**src/rtl/keypad_scan.sv**
```systemverilog
// keypad_scan: 4x4 matrix keypad scanner with per-scan press/release debounce.
// One column is driven low at a time; rows are sampled once per column dwell,
// and a debounce FSM evaluates each complete four-column scan.
// Optional build macro: KEYPAD_REPEAT_EN adds auto-repeat of key_pulse while a
// key stays accepted; without it exactly one key_pulse is produced per press.
module keypad_scan #(
  parameter int unsigned SCAN_DIV       = 100000,
  parameter int unsigned DEBOUNCE_SCANS = 4,
  parameter int unsigned REPEAT_SCANS   = 250
) (
  input  logic       clk,
  input  logic       rst_n,
  input  logic [3:0] row,
  output logic [3:0] col,
  output logic [3:0] decode,
  output logic       key_valid,
  output logic       key_pulse,
  output logic       key_release
);

  localparam int unsigned   DW         = (SCAN_DIV > 1) ? $clog2(SCAN_DIV) : 1;
  localparam logic [DW-1:0] DWELL_LAST = DW'(SCAN_DIV - 1);
  localparam logic [3:0]    DEB_LAST   = 4'(DEBOUNCE_SCANS - 1);
  // An illegal configuration keeps the scanner parked instead of misbehaving.
  localparam bit CFG_OK = (SCAN_DIV >= 4) && (DEBOUNCE_SCANS >= 1) &&
                          (DEBOUNCE_SCANS <= 15) && (REPEAT_SCANS >= 1);

  typedef enum logic [1:0] {
    ST_IDLE       = 2'd0,
    ST_PRESS_PEND = 2'd1,
    ST_PRESSED    = 2'd2,
    ST_REL_PEND   = 2'd3
  } state_t;

  // Column drive pattern to column number.
  function automatic logic [1:0] col_index(input logic [3:0] c);
    case (c)
      4'b1110: col_index = 2'd0;
      4'b1101: col_index = 2'd1;
      4'b1011: col_index = 2'd2;
      4'b0111: col_index = 2'd3;
      default: col_index = 2'd0;
    endcase
  endfunction

  // One-hot active row to row number.
  function automatic logic [1:0] row_index(input logic [3:0] low);
    case (low)
      4'b0001: row_index = 2'd0;
      4'b0010: row_index = 2'd1;
      4'b0100: row_index = 2'd2;
      4'b1000: row_index = 2'd3;
      default: row_index = 2'd0;
    endcase
  endfunction

  // Physical key position to hex code.
  function automatic logic [3:0] key_map(input logic [1:0] c, input logic [1:0] r);
    case ({c, r})
      4'b00_00: key_map = 4'h1;
      4'b00_01: key_map = 4'h4;
      4'b00_10: key_map = 4'h7;
      4'b00_11: key_map = 4'h0;
      4'b01_00: key_map = 4'h2;
      4'b01_01: key_map = 4'h5;
      4'b01_10: key_map = 4'h8;
      4'b01_11: key_map = 4'hF;
      4'b10_00: key_map = 4'h3;
      4'b10_01: key_map = 4'h6;
      4'b10_10: key_map = 4'h9;
      4'b10_11: key_map = 4'hE;
      4'b11_00: key_map = 4'hA;
      4'b11_01: key_map = 4'hB;
      4'b11_10: key_map = 4'hC;
      4'b11_11: key_map = 4'hD;
      default:  key_map = 4'h0;
    endcase
  endfunction

  logic [1:0]    r_rst_sync;
  logic [3:0]    r_row_meta, r_row_sync;
  logic [DW-1:0] r_dwell;
  logic [3:0]    r_col;
  logic          r_acc_any, r_acc_multi;
  logic [3:0]    r_acc_code;
  logic          r_scan_valid, r_scan_single;
  logic [3:0]    r_scan_code;
  state_t        r_state;
  logic [3:0]    r_cnt, r_cand;
  logic [3:0]    r_decode;
  logic          r_key_valid, r_key_pulse, r_key_release;

  logic          w_run, w_term;
  logic [3:0]    w_low;
  logic          w_first, w_one_low, w_any_prev, w_multi_prev;
  logic          w_acc_any, w_acc_multi;
  logic [3:0]    w_acc_code;
  logic          w_match_cand, w_match_dec;
  state_t        w_state_nxt;
  logic [3:0]    w_cnt_nxt, w_cand_nxt;
  logic          w_accept, w_rel_evt, w_rep_fire;
  logic [3:0]    w_decode_nxt;
  logic          w_valid_nxt, w_pulse_nxt, w_release_nxt;

  // Internal reset release: asserts with rst_n, deasserts two clocks later.
  always_ff @(posedge clk or negedge rst_n) begin
    if (!rst_n) begin
      r_rst_sync <= 2'b00;
    end else begin
      r_rst_sync <= {r_rst_sync[0], 1'b1};
    end
  end

  assign w_run  = r_rst_sync[1] & CFG_OK;
  assign w_term = w_run && (r_dwell == DWELL_LAST);

  // Two-flop synchronizer for the asynchronous row inputs.
  always_ff @(posedge clk or negedge rst_n) begin
    if (!rst_n) begin
      r_row_meta <= 4'hF;
      r_row_sync <= 4'hF;
    end else begin
      r_row_meta <= row;
      r_row_sync <= r_row_meta;
    end
  end

  // Dwell counter and column rotation at the terminal count.
  always_ff @(posedge clk or negedge rst_n) begin
    if (!rst_n) begin
      r_dwell <= '0;
      r_col   <= 4'b1110;
    end else if (w_term) begin
      r_dwell <= '0;
      r_col   <= {r_col[2:0], r_col[3]};
    end else if (w_run) begin
      r_dwell <= r_dwell + DW'(1);
    end else begin
      r_dwell <= r_dwell;
    end
  end

  // Fold the current column's rows into the running scan classification.
  always_comb begin
    w_low     = ~r_row_sync;
    w_first   = (r_col == 4'b1110);
    w_one_low = (w_low != 4'h0) && ((w_low & (w_low - 4'd1)) == 4'h0);
    if (w_first) begin
      w_any_prev   = 1'b0;
      w_multi_prev = 1'b0;
    end else begin
      w_any_prev   = r_acc_any;
      w_multi_prev = r_acc_multi;
    end
    w_acc_any   = w_any_prev | (w_low != 4'h0);
    w_acc_multi = w_multi_prev | ((w_low != 4'h0) && (w_any_prev || !w_one_low));
    if ((w_low != 4'h0) && !w_any_prev) begin
      w_acc_code = key_map(col_index(r_col), row_index(w_low));
    end else begin
      w_acc_code = r_acc_code;
    end
  end

  // Sample rows on each terminal count; publish the result after column 3.
  always_ff @(posedge clk or negedge rst_n) begin
    if (!rst_n) begin
      r_acc_any     <= 1'b0;
      r_acc_multi   <= 1'b0;
      r_acc_code    <= 4'h0;
      r_scan_valid  <= 1'b0;
      r_scan_single <= 1'b0;
      r_scan_code   <= 4'h0;
    end else begin
      r_scan_valid <= 1'b0;
      if (w_term) begin
        r_acc_any   <= w_acc_any;
        r_acc_multi <= w_acc_multi;
        r_acc_code  <= w_acc_code;
        if (r_col == 4'b0111) begin
          r_scan_valid  <= 1'b1;
          r_scan_single <= w_acc_any && !w_acc_multi;
          r_scan_code   <= w_acc_code;
        end
      end
    end
  end

  assign w_match_cand = r_scan_single && (r_scan_code == r_cand);
  assign w_match_dec  = r_scan_single && (r_scan_code == r_decode);

  // Debounce FSM state register.
  always_ff @(posedge clk or negedge rst_n) begin
    if (!rst_n) begin
      r_state <= ST_IDLE;
      r_cnt   <= 4'd0;
      r_cand  <= 4'h0;
    end else begin
      r_state <= w_state_nxt;
      r_cnt   <= w_cnt_nxt;
      r_cand  <= w_cand_nxt;
    end
  end

  // Debounce FSM next state, evaluated once per completed scan.
  always_comb begin
    w_state_nxt = r_state;
    w_cnt_nxt   = r_cnt;
    w_cand_nxt  = r_cand;
    w_accept    = 1'b0;
    w_rel_evt   = 1'b0;
    if (r_scan_valid) begin
      case (r_state)
        ST_IDLE: begin
          if (r_scan_single) begin
            w_cand_nxt = r_scan_code;
            if (DEB_LAST == 4'd0) begin
              w_state_nxt = ST_PRESSED;
              w_cnt_nxt   = 4'd0;
              w_accept    = 1'b1;
            end else begin
              w_state_nxt = ST_PRESS_PEND;
              w_cnt_nxt   = 4'd1;
            end
          end else begin
            w_state_nxt = ST_IDLE;
            w_cnt_nxt   = 4'd0;
          end
        end
        ST_PRESS_PEND: begin
          if (w_match_cand) begin
            if (r_cnt >= DEB_LAST) begin
              w_state_nxt = ST_PRESSED;
              w_cnt_nxt   = 4'd0;
              w_accept    = 1'b1;
            end else begin
              w_cnt_nxt = r_cnt + 4'd1;
            end
          end else if (r_scan_single) begin
            w_cand_nxt = r_scan_code;
            w_cnt_nxt  = 4'd1;
          end else begin
            w_state_nxt = ST_IDLE;
            w_cnt_nxt   = 4'd0;
          end
        end
        ST_PRESSED: begin
          if (w_match_dec) begin
            w_state_nxt = ST_PRESSED;
          end else if (DEB_LAST == 4'd0) begin
            w_state_nxt = ST_IDLE;
            w_cnt_nxt   = 4'd0;
            w_rel_evt   = 1'b1;
          end else begin
            w_state_nxt = ST_REL_PEND;
            w_cnt_nxt   = 4'd1;
          end
        end
        ST_REL_PEND: begin
          if (w_match_dec) begin
            w_state_nxt = ST_PRESSED;
            w_cnt_nxt   = 4'd0;
          end else if (r_cnt >= DEB_LAST) begin
            w_state_nxt = ST_IDLE;
            w_cnt_nxt   = 4'd0;
            w_rel_evt   = 1'b1;
          end else begin
            w_cnt_nxt = r_cnt + 4'd1;
          end
        end
        default: begin
          w_state_nxt = ST_IDLE;
          w_cnt_nxt   = 4'd0;
        end
      endcase
    end else begin
      w_state_nxt = r_state;
      w_cnt_nxt   = r_cnt;
    end
  end

`ifdef KEYPAD_REPEAT_EN
  localparam int unsigned    REP_W    = (REPEAT_SCANS > 1) ? $clog2(REPEAT_SCANS) : 1;
  localparam logic [REP_W-1:0] REP_LAST = REP_W'(REPEAT_SCANS - 1);

  logic [REP_W-1:0] r_rep_cnt, w_rep_nxt;

  // Auto-repeat: count matching scans while held; clear on any other scan.
  always_comb begin
    w_rep_fire = 1'b0;
    w_rep_nxt  = r_rep_cnt;
    if (r_scan_valid && (r_state == ST_PRESSED) && w_match_dec) begin
      if (r_rep_cnt == REP_LAST) begin
        w_rep_fire = 1'b1;
        w_rep_nxt  = '0;
      end else begin
        w_rep_nxt = r_rep_cnt + REP_W'(1);
      end
    end else if (r_scan_valid) begin
      w_rep_nxt = '0;
    end else begin
      w_rep_nxt = r_rep_cnt;
    end
  end

  // Auto-repeat counter register.
  always_ff @(posedge clk or negedge rst_n) begin
    if (!rst_n) begin
      r_rep_cnt <= '0;
    end else begin
      r_rep_cnt <= w_rep_nxt;
    end
  end
`else
  assign w_rep_fire = 1'b0;
`endif

  // Output decode from FSM decisions.
  always_comb begin
    w_pulse_nxt   = w_accept | w_rep_fire;
    w_release_nxt = w_rel_evt;
    if (w_accept) begin
      w_valid_nxt  = 1'b1;
      w_decode_nxt = r_scan_code;
    end else if (w_rel_evt) begin
      w_valid_nxt  = 1'b0;
      w_decode_nxt = r_decode;
    end else begin
      w_valid_nxt  = r_key_valid;
      w_decode_nxt = r_decode;
    end
  end

  // Registered outputs.
  always_ff @(posedge clk or negedge rst_n) begin
    if (!rst_n) begin
      r_decode      <= 4'h0;
      r_key_valid   <= 1'b0;
      r_key_pulse   <= 1'b0;
      r_key_release <= 1'b0;
    end else begin
      r_decode      <= w_decode_nxt;
      r_key_valid   <= w_valid_nxt;
      r_key_pulse   <= w_pulse_nxt;
      r_key_release <= w_release_nxt;
    end
  end

  assign col         = r_col;
  assign decode      = r_decode;
  assign key_valid   = r_key_valid;
  assign key_pulse   = r_key_pulse;
  assign key_release = r_key_release;

endmodule
```
**config.mk**
```make
export PLATFORM = sky130hd
export DESIGN_NAME = keypad_scan
export DESIGN_NICKNAME = d
export VERILOG_FILES = /design/src/rtl/keypad_scan.sv
export SDC_FILE = /design/constraint.sdc
export NUM_CORES = 1
export LEC_CHECK = 0
export BUFFER_PORTS_ARGS = -buffer_cell sky130_fd_sc_hd__buf_2
export CORE_MARGIN = 2
export CORE_UTILIZATION = 50
export CTS_CLUSTER_DIAMETER = 150
export CTS_CLUSTER_SIZE = 25
export DETAILED_ROUTE_END_ITERATION = 6
export PLACE_DENSITY = 0.68
export SYNTH_ARGS = -nofsm -noshare
export SYNTH_HDL_FRONTEND = slang
export SYNTH_SLANG_ARGS = --single-unit
```
**constraint.sdc**
```tcl
create_clock -name clk -period 3.4 [get_ports clk]
set_input_delay 0.68 -clock clk [delete_from_list [all_inputs] [get_ports clk]]
set_output_delay 0.68 -clock clk [all_outputs]
set_load 0.01 [all_outputs]
```
=== After elaboration in Yosys (flattened, before gate mapping) ===
Memories as Yosys holds them, arrays and structs flattened.
Cells that the tools add are included.

* Output and inout bits: 11
* Input port bits: 6
* Bits in read-only memories: 64
* Logic and storage cells: 103
* Flip-flop bits (word level): 60
* Memories: 1

* Order comparisons: 1
* Add/sub/neg operators: 3
* Muxes and demuxes: 37
* Bitwise operators: 4
* Equality and inequality tests: 18
* Reductions and logical operators: 21

{| class="wikitable"
|+ Memory list
! name !! words !! width !! read ports !! clocked after memory_dff !! write ports !! line !! RTL
|-
| (name not given) || 16 || 4 || 1 || 0 || 0 || 59 || <nowiki>case ({c, r})</nowiki>
|}

{| class="wikitable"
|+ Operators with widths
! cell !! count
|-
| $mux 17 || 2
|-
| $mux 4 || 7
|-
| $add 17x1->17 const B || 1
|-
| $eq 17x17->1 const B || 1
|-
| $eq 4x4->1 const B || 4
|-
| $mux 1 || 16
|-
| $pmux 4 s4 || 1
|-
| $mux 2 || 7
|-
| $pmux 2 s3 || 2
|-
| $ne 3x3->1 const B || 3
|-
| $eq 4x3->1 const B || 2
|-
| $eq 4x4->1 || 2
|-
| $pmux 2 s4 || 1
|-
| $pmux 4 s2 || 1
|-
| $logic_and 1x1->1 || 7
|-
| $reduce_bool 2->1 || 3
|-
| $add 4x1->4 const B || 1
|-
| $and 4x4->4 || 1
|-
| $eq 2x2->1 const B || 2
|-
| $eq 4x2->1 const B || 1
|-
| $ge 4x2->1 const B || 1
|-
| $logic_not 4->1 || 1
|-
| $ne 2x2->1 const B || 2
|-
| $not 4->4 || 1
|-
| other kinds (10) || 14
|}

=== Logic depth before layout (Yosys ltp) ===
Gate-level depths: netlist (run 1).

* Word-level depth: 11
* Gate-level depth with buffers: 8
* Depth with buffers taken out: 8

=== Worst setup path after synthesis (run 1) ===
Ideal clock, no wire load.

* Path type: register to register
* From: register r_row_sync[3]
* To: register r_scan_code[1]
* Buffers on the path: 0
* Slack: 1.051 ns
* Stages on the path, launching flop included: 8
* Data arrival time: 2.224 ns
* Clock period less this slack: 2.349 ns
* Library setup time: 0.125 ns
* Cells stage by stage: dfstp_2 -> xor2_1 -> and3_1 -> inv_1 -> ha_1 -> mux4_2 -> mux2_4 -> mux2_4

* Longest elaborated chain between the ends: 6

{| class="wikitable"
|+ Ends and longest elaborated chain
! item !! line !! RTL
|-
| from (decl) || 81 || <nowiki>logic [3:0] r_row_meta, r_row_sync;</nowiki>
|-
| from (signal assigned) || 124 || <nowiki>r_row_sync <= r_row_meta;</nowiki>
|-
| $not 4->4 (*) || 145 || <nowiki>w_low = ~r_row_sync;</nowiki>
|-
| $eq 4x4->1 (tied with other cells) || 48 || <nowiki>case (low)</nowiki>
|-
| $pmux 2 s3 || 48 ||
|-
| $mux 2 || 157 || <nowiki>if ((w_low != 4'h0) && !w_any_prev) begin</nowiki>
|-
| $mem_v2 16x4 || -- ||
|-
| $mux 4 (*) || 157 ||
|-
| to (signal assigned) || 182 || <nowiki>r_scan_code <= w_acc_code;</nowiki>
|-
| to (decl) || 87 || <nowiki>logic [3:0] r_scan_code;</nowiki>
|}

Mark *: on every way between the ends. The rest lies on a longest branch, timed or not. The select of a mux whose other input is x is not followed.
A chain may end at the register's enable or synchronous reset.

=== Worst setup path in the final report (run 1) ===
Ends and elaborated chain as after synthesis.

==> impl_metrics.sql, run 1 <==
INSERT INTO impl_metrics (metric_group, metric, value, unit) VALUES
('run_status', 'result_of_the_run', 'finished, final reports clean', ''),
('yosys', 'synth.top_cells.by_count', 'sky130_fd_sc_hd__dfrtp_1 (49), sky130_fd_sc_hd__nand2_1 (32), sky130_fd_sc_hd__xnor2_1 (15)', ''),
('yosys', 'synthDominantAreaCellType', 'sky130_fd_sc_hd__dfrtp_1', ''),
('clock_tree', 'path_clk_slew', '70', 'ps'),
('yosys', 'synth_top_flop_cell', 'sky130_fd_sc_hd__dfrtp_1', ''),
('yosys', 'synthMostInstantiatedCell', 'sky130_fd_sc_hd__dfrtp_1', ''),
('worst_setup_path', 'ff2ff_setup_slack', '950', 'ps'),
('timing', 'worst_slew_margin_rel', '27.3', '%'),
('timing', 'finalCriticalPeriod', '2450', 'ps'),
('floorplanning', 'fp-row-count', '27', ''),
('floorplanning', 'floorplan.initialDensity', '51.5', '%'),
('drt', 'via_count', '1940', ''),
('timing', 'grt_setup_unrepaired', 'no', ''),
('global_routing', 'grt_max_degree', '52', ''),
('clock_tree', 'tritoncts.num_buffers', '9', ''),
('clock_tree', 'clkLatencyLatePin', '340', 'ps'),
('worst_hold_path', 'min_path_type', 'flip-flop to flip-flop', ''),
('clock_tree', 'tritoncts_clock_tree', 'done', ''),
('yosys', 'synth-async-reset-ratio', '100', '%'),
('clock_tree', 'cts.sinks', '60', ''),
('yosys', 'ys_types', '53', ''),
('global_routing', 'grt_overflow_total', '0', ''),
('worst_setup_path', 'crit_path_end_kind', 'flip-flop', ''),
('global_routing', 'grt_pass1_vias', '1770', ''),
('placed_design', 'dp_hpwl', '3240', 'um'),
('yosys', 'combined_area_of_all_synthesized_cells', '2820', 'sq um'),
('worst_setup_path', 'worstPathMaxFanout', '6', ''),
('clock_tree', 'post_cts.repair.setup_buffers', '0', ''),
('clock_tree', 'cts_hold_buf', '0', ''),
('yosys', 'yosysWarningCount', '0', ''),
('timing', 'fmax', '407', 'MHz'),
('layout', 'n_fill_cell', '476', ''),
('layout', 'final_design_area_no_fill', '3190', 'sq um'),
('yosys', 'register_area_share_after_synthesis', '53.8', '%'),
('yosys', 'synth_enable_flop_cells', '0', ''),
('clock_tree', 'cts_resized', '0', ''),
('drt', 'drt-initial-drc-count', '116', ''),
('timing', 'slew_of_the_pin_with_the_lowest_slew_margin', '1090', 'ps'),
('clock_tree', 'max-clock-path-buffers', '2', ''),
('timing', 'finalSetupViolations', '0', ''),
('timing', 'fin_tns_setup', '0', 'ps'),
('floorplanning', 'design.core.area', '5470', 'sq um'),
('layout', 'final_nets', '286', ''),
('floorplanning', 'fp.dieArea', '6250', 'sq um'),
('placed_design', 'place.port_buffers', '16', ''),
('worst_setup_path', 'cp_data_arrival_time', '2680', 'ps'),
('drt', 'drc_errors', '0', ''),
('timing', 'finalHoldViolations', '0', ''),
('layout', 'final_layout_size_suffix_gt1_share', '22.8', '%'),
('drt', 'detail-route-antenna-nets', '0', ''),
('power_and_ir_drop', 'power_leakage', '1.52', 'nW'),
('yosys', 'post_synth_inst_count', '252', ''),
('drt', 'totalWireLength', '4750', 'um'),
('yosys', 'synth.top_cell.area_share', '43.5', '%'),
('job', 'timing.max_cap.violations', '0', ''),
('floorplanning', 'die_x', '79.1', 'um'),
('global_routing', 'global_route.usage.total', '17.5', '%'),
('clock_tree', 'ctsRootBufferMaster', 'sky130_fd_sc_hd__clkbuf_8', ''),
('drt', 'avgRoutedWirePerCell', '13.5', 'um'),
('power_and_ir_drop', 'finalPower', '1.63', 'mW'),
('timing', 'final_cycle_share', '72.2', '%'),
('floorplanning', 'die-height', '79.1', 'um'),
('worst_setup_path', 'critical_path_required', '3630', 'ps'),
('clock_tree', 'htreeDepth', '3', ''),
('placed_design', 'globalplace.congestion', '0.839', ''),
('timing', 'final_max_slew_viol_count', '0', ''),
('yosys', 'mappedNetlistNets', '262', ''),
('drt', 'detail_route.first_pass.iterations', '4', ''),
('timing', 'setup_clock_skew_after_layout', '8.61', 'ps'),
('yosys', 'cell_types_with_the_largest_area_share_after_synthesis', 'sky130_fd_sc_hd__dfrtp_1 (44%), sky130_fd_sc_hd__dfstp_2 (10%), sky130_fd_sc_hd__xnor2_1 (4.7%), sky130_fd_sc_hd__mux2_2 (4.4%), sky130_fd_sc_hd__nand2_1 (4.3%)', ''),
('yosys', 'ys_seq_elements', '60', '');
==> routing by layer <==
layer	up-vias	GRT usage (%)	routed length, um
li1	942	-	-
met2	43	25.4	2110
met1	943	24.1	2310
met5	-	0	0
met3	12	3.41	197
met4	0	10.9	134
==> critical path: stages (launching register included) <==
cell                      delay [ps]
sky130_fd_sc_hd__dfstp_2         590
sky130_fd_sc_hd__xor2_1          140
sky130_fd_sc_hd__and3_1          230
sky130_fd_sc_hd__inv_1            80
sky130_fd_sc_hd__ha_1            300
sky130_fd_sc_hd__mux4_2          480
sky130_fd_sc_hd__mux2_4          270
sky130_fd_sc_hd__mux2_4          250
==> report_power, final <==
| part | internal, mW | switching [mW] |
|---|---|---|
| Sequential | 0.761 | 0.0484 |
| Clock | 0.432 | 0.275 |
| Combinational | 0.0537 | 0.0600 |
==> layout make-up <==
class	instances	area, sq um	share of cell area, %
clock buffers	12	145	4.55
clock inverters	4	72.6	2.28
inverters	8	30.0	0.942
multi-input cells	179	1240	38.9
flip-flops and latches	60	1520	47.5
well taps	72	90.1	2.82
repair buffers	18	95.1	2.98
==> metrics by stage <==
| step | cells | setup slack [ps] |
|---|---|---|
| floorplan | 252 | 1050 |
| global placement | 337 | 1000 |
| detailed placement | 337 | 946 |
| CTS | 353 | 939 |
| global route | 353 | 850 |
| finish | 353 | 946 |
==> logic make-up (layout without fill, tap and decap cells) <==
| logic type | after synthesis | in the layout | share of synthesized area [%] |
|---|---|---|---|
| other cells | 1 | 1 | 0.133 |
| buf+inv | 13 | 42 | 2.18 |
| mux | 16 | 16 | 6.97 |
| xor+xnor | 28 | 28 | 8.97 |
| compound gates | 36 | 36 | 8.66 |
| flops | 60 | 60 | 53.8 |
| fa+ha+maj | 4 | 4 | 1.78 |
| simple gates | 94 | 94 | 17.5 |
==> path summary, 6_finish.rpt <==
path | start | to | cells after the start
max reg2reg | r_row_sync[3] | r_scan_code[1] | 7
min in group asynchronous | rst_n | r_cnt[0] | 1
max | r_row_sync[3] | r_scan_code[1] | 7
max in group asynchronous | rst_n | r_row_sync[0] | 2
min reg2reg | r_rst_sync[0] | r_rst_sync[1] | 0
min | r_rst_sync[0] | r_rst_sync[1] | 0
==> registers in the layout, summed over array words and instances, names as in the netlist, 4 cells and up <==
name,cells
r_row_meta,4
r_row_sync,4
r_cnt,4
r_acc_code,4
decode,4
r_dwell,17
col,4
r_scan_code,4
r_cand,4
==> cell usage in the layout (no fill, tap or decap), drive strengths merged, types with 2 or more instances in the layout <==
master / count
nor2: 12
a31oi: 2
and3: 6
dfrtp: 49
nor3: 5
inv: 8
nand4: 9
nor4b: 2
xor2: 13
mux2: 13
o2111ai: 2
ha: 4
nand3: 12
or3: 2
nor2b: 3
nand4b: 3
dfstp: 11
mux2i: 2
clkbuf: 12
o21ai: 14
buf: 18
and2: 3
a21oi: 3
nand2: 32
bufinv: 2
a211oi: 2
xnor2: 15
No activity file was read; power rests on OpenSTA's default activity.
==> run 2: changes to the inputs <==
- clock period: 3.4 -> 2.4 ns (I/O delays scaled with it)
==> impl_metrics.sql, run 2 (synthesis results as in run 1) <==
INSERT INTO impl_metrics (metric_group, metric, value, unit) VALUES
('run_status', 'result_of_the_run', 'finished, final reports clean', ''),
('global_routing', 'grtUsageMet2', '27.3', '%'),
('power_and_ir_drop', 'power_leakage', '1.53', 'nW'),
('power_and_ir_drop', 'intPower', '1.52', 'mW'),
('timing', 'final_cycle_share', '96.0', '%'),
('timing', 'setup_ws', '96.8', 'ps'),
('floorplanning', 'die_x', '79.1', 'um'),
('timing', 'grt_setup_unrepaired', 'no', ''),
('worst_setup_path', 'worst_path_most_repeated_cell', 'sky130_fd_sc_hd__mux2_4', ''),
('placed_design', 'dp_hpwl', '3440', 'um'),
('layout', 'n_fill_cell', '505', ''),
('clock_tree', 'cts_hold_buf', '0', ''),
('drt', 'detail_route.first_pass.iterations', '4', ''),
('power_and_ir_drop', 'proportion_of_power_drawn_by_combinational_gates', '8.4', '%'),
('worst_setup_path', 'cp_top_family', 'multiplexers', ''),
('power_and_ir_drop', 'swShare', '24.9', '%'),
('worst_setup_path', 'slowest_stage', 'sky130_fd_sc_hd__dfstp_2', ''),
('power_and_ir_drop', 'p_per_area', '637', 'nW/um^2'),
('placed_design', 'placed_cell_area', '3010', 'sq um'),
('drt', 'detail-route-antenna-nets', '0', ''),
('drt', 'totalWireLength', '4810', 'um'),
('worst_setup_path', 'reg2regPathDepth', '7', ''),
('layout', 'number_of_flip_flops_in_the_largest_register', '17', ''),
('global_routing', 'met1_usage', '23.7', '%'),
('clock_tree', 'htreeDepth', '3', ''),
('worst_setup_path', 'worst-path-buf-inv', '1', ''),
('drt', 'via_count', '1923', ''),
('power_and_ir_drop', 'max-vdd-ir-drop', '452', 'uV'),
('worst_setup_path', 'critical_path.reg2reg.endpoint', 'r_scan_code[1]', ''),
('layout', 'area.growth.synth_to_final', '13.1', '%'),
('placed_design', 'globalplace.congestion', '0.861', ''),
('clock_tree', 'path_clk_slew', '60', 'ps'),
('layout', 'multi_input_logic_area', '1250', 'sq um'),
('layout', 'diodes', '0', ''),
('layout', 'final_design_area_no_fill', '3190', 'sq um'),
('layout', 'largest_register', 'r_dwell', ''),
('timing', 'worst_slew_margin_rel', '61.3', '%'),
('clock_tree', 'clkLatencyLatePin', '330', 'ps'),
('layout', 'final_common_cell', 'sky130_fd_sc_hd__dfrtp_1', ''),
('global_routing', 'grt_overflow_total', '0', ''),
('layout', 'final_layout_size_suffix_gt1_share', '24.7', '%'),
('timing', 'fin_tns_setup', '0', 'ps'),
('global_routing', 'globalRoute.busiestLayer', 'met2', ''),
('global_routing', 'globalRouteMet3Util', '6.48', '%'),
('layout', 'sequential_cell_area', '1520', 'sq um'),
('worst_setup_path', 'crit_path_start_kind', 'flip-flop', ''),
('worst_setup_path', 'crit_path_end_kind', 'flip-flop', ''),
('floorplanning', 'floorplan.io_pins', '17', ''),
('worst_hold_path', 'min_path_type', 'primary input to async pin', ''),
('worst_setup_path', 'worstPathMaxFanout', '4', ''),
('clock_tree', 'ctsRootBufferMaster', 'sky130_fd_sc_hd__clkbuf_8', ''),
('drt', 'drc_errors', '0', ''),
('timing', 'finalSetupViolations', '0', ''),
('floorplanning', 'floorplan.initialDensity', '51.5', '%'),
('floorplanning', 'fp.dieArea', '6250', 'sq um'),
('timing', 'setup_clock_skew_after_layout', '5.72', 'ps'),
('global_routing', 'grt_pass1_vias', '1844', ''),
('timing', 'fmax', '434', 'MHz'),
('drt', 'avgRoutedWirePerCell', '13.4', 'um'),
('worst_setup_path', 'crit_chain', 'xor2_1 -> and3_1 -> inv_1 -> ha_4 -> mux4_2 -> mux2_4 -> mux2_4', ''),
('timing', 'holdWs', '59.3', 'ps'),
('job', 'timing.max_cap.violations', '0', ''),
('floorplanning', 'fp-row-count', '27', ''),
('layout', 'final_nets', '293', ''),
('placed_design', 'dpl_worst_slack', '-12.6', 'ps'),
('placed_design', 'place.port_buffers', '16', ''),
('placed_design', 'dp.cells', '342', ''),
('worst_setup_path', 'critical_path_required', '2610', 'ps'),
('global_routing', 'antenna_violations_before_repair', '0', ''),
('global_routing', 'grt_max_degree', '25', ''),
('worst_setup_path', 'rr_startpoint', 'r_row_sync[3]', ''),
('global_routing', 'grt_pass1_wl', '8520', 'um'),
('global_routing', 'global_route.usage.total', '17.9', '%'),
('worst_setup_path', 'slowest_delay', '570', 'ps'),
('timing', 'final_max_slew_viol_count', '0', ''),
('timing', 'finalCriticalPeriod', '2300', 'ps'),
('timing', 'finalHoldViolations', '0', ''),
('floorplanning', 'die-height', '79.1', 'um'),
('power_and_ir_drop', 'net-switching-power', '0.506', 'mW'),
('drt', 'route.detailed.vias_per_inst', '5.36', ''),
('power_and_ir_drop', 'p_seq_share', '56.4', '%'),
('clock_tree', 'tritoncts_clock_tree', 'done', ''),
('floorplanning', 'design.core.area', '5470', 'sq um'),
('worst_setup_path', 'ff2ff_setup_slack', '100', 'ps'),
('power_and_ir_drop', 'power.share.clock', '35.2', '%'),
('worst_setup_path', 'cp_data_arrival_time', '2510', 'ps'),
('layout', 'final_cells', '359', ''),
('clock_tree', 'tritoncts.num_buffers', '9', ''),
('timing', 'slew_of_the_pin_with_the_lowest_slew_margin', '575', 'ps'),
('drt', 'drt-initial-drc-count', '78', ''),
('layout', 'layout.cells.most_common_list', 'sky130_fd_sc_hd__dfrtp_1 (49), sky130_fd_sc_hd__nand2_1 (32), sky130_fd_sc_hd__buf_2 (16)', ''),
('clock_tree', 'max-clock-path-buffers', '2', ''),
('clock_tree', 'cts.sinks', '60', ''),
('worst_setup_path', 'path_class', 'flip-flop to flip-flop', '');
[run 2: final cells by class]
type                    instances  area share (%)
well taps                      72            2.83
flip-flops and latches         60            47.5
repair buffers                 25            4.63
clock buffers                  12            4.24
multi-input cells             179            39.3
clock inverters                 3           0.471
inverters                       8           0.942
[run 2: routing by layer]
layer | vias to the layer above | routed length [um]
met5 | - | 0
met4 | 0 | 36
met3 | 5 | 185
met2 | 33 | 2270
met1 | 932 | 2320
li1 | 953 | -
[run 2: worst max-delay path by stage]
stage / startpoint / endpoint / cells after the start
3_5_place_dp: r_row_sync[3] / r_scan_code[1] / 7
5_1_grt: r_row_sync[2] / r_scan_code[1] / 7
3_3_place_gp: r_row_sync[3] / r_scan_code[1] / 7
2_1_floorplan: r_row_sync[3] / r_scan_code[1] / 7
4_1_cts: r_row_sync[3] / r_scan_code[1] / 7
6_report: r_row_sync[3] / r_scan_code[1] / 7
[run 2: worst register-to-register path, stage by stage (launching register included)]
cell                      delay [ps]
sky130_fd_sc_hd__dfstp_2         570
sky130_fd_sc_hd__xor2_1          150
sky130_fd_sc_hd__and3_1          180
sky130_fd_sc_hd__inv_1            80
sky130_fd_sc_hd__ha_4            210
sky130_fd_sc_hd__mux4_2          470
sky130_fd_sc_hd__mux2_4          270
sky130_fd_sc_hd__mux2_4          250
[run 2: what timing repair did]
item	in CTS	in global routing
setup buffers	1	1
resized for setup	0	2
setup endpoints to repair	1	1
pin swaps	2	3
gates cloned	0	0
[run 2: metrics by stage]
step | power (mW) | utilization, %
2_1_floorplan | 1.26 | -
3_3_place_gp | 1.32 | 55.0
3_5_place_dp | 1.33 | 55.0
4_1_cts | 2.06 | 57.9
5_1_grt | 2.15 | 58.2
6_report | 2.03 | 58.2
[run 2: power by group through the flow]
stage	clock network (mW)	logic, mW	registers [mW]
after floorplan	0	0.116	1.15
after detailed placement	0	0.166	1.16
after CTS	0.745	0.170	1.14
final	0.715	0.170	1.14
after global placement	0	0.161	1.16
after global routing	0.795	0.199	1.15
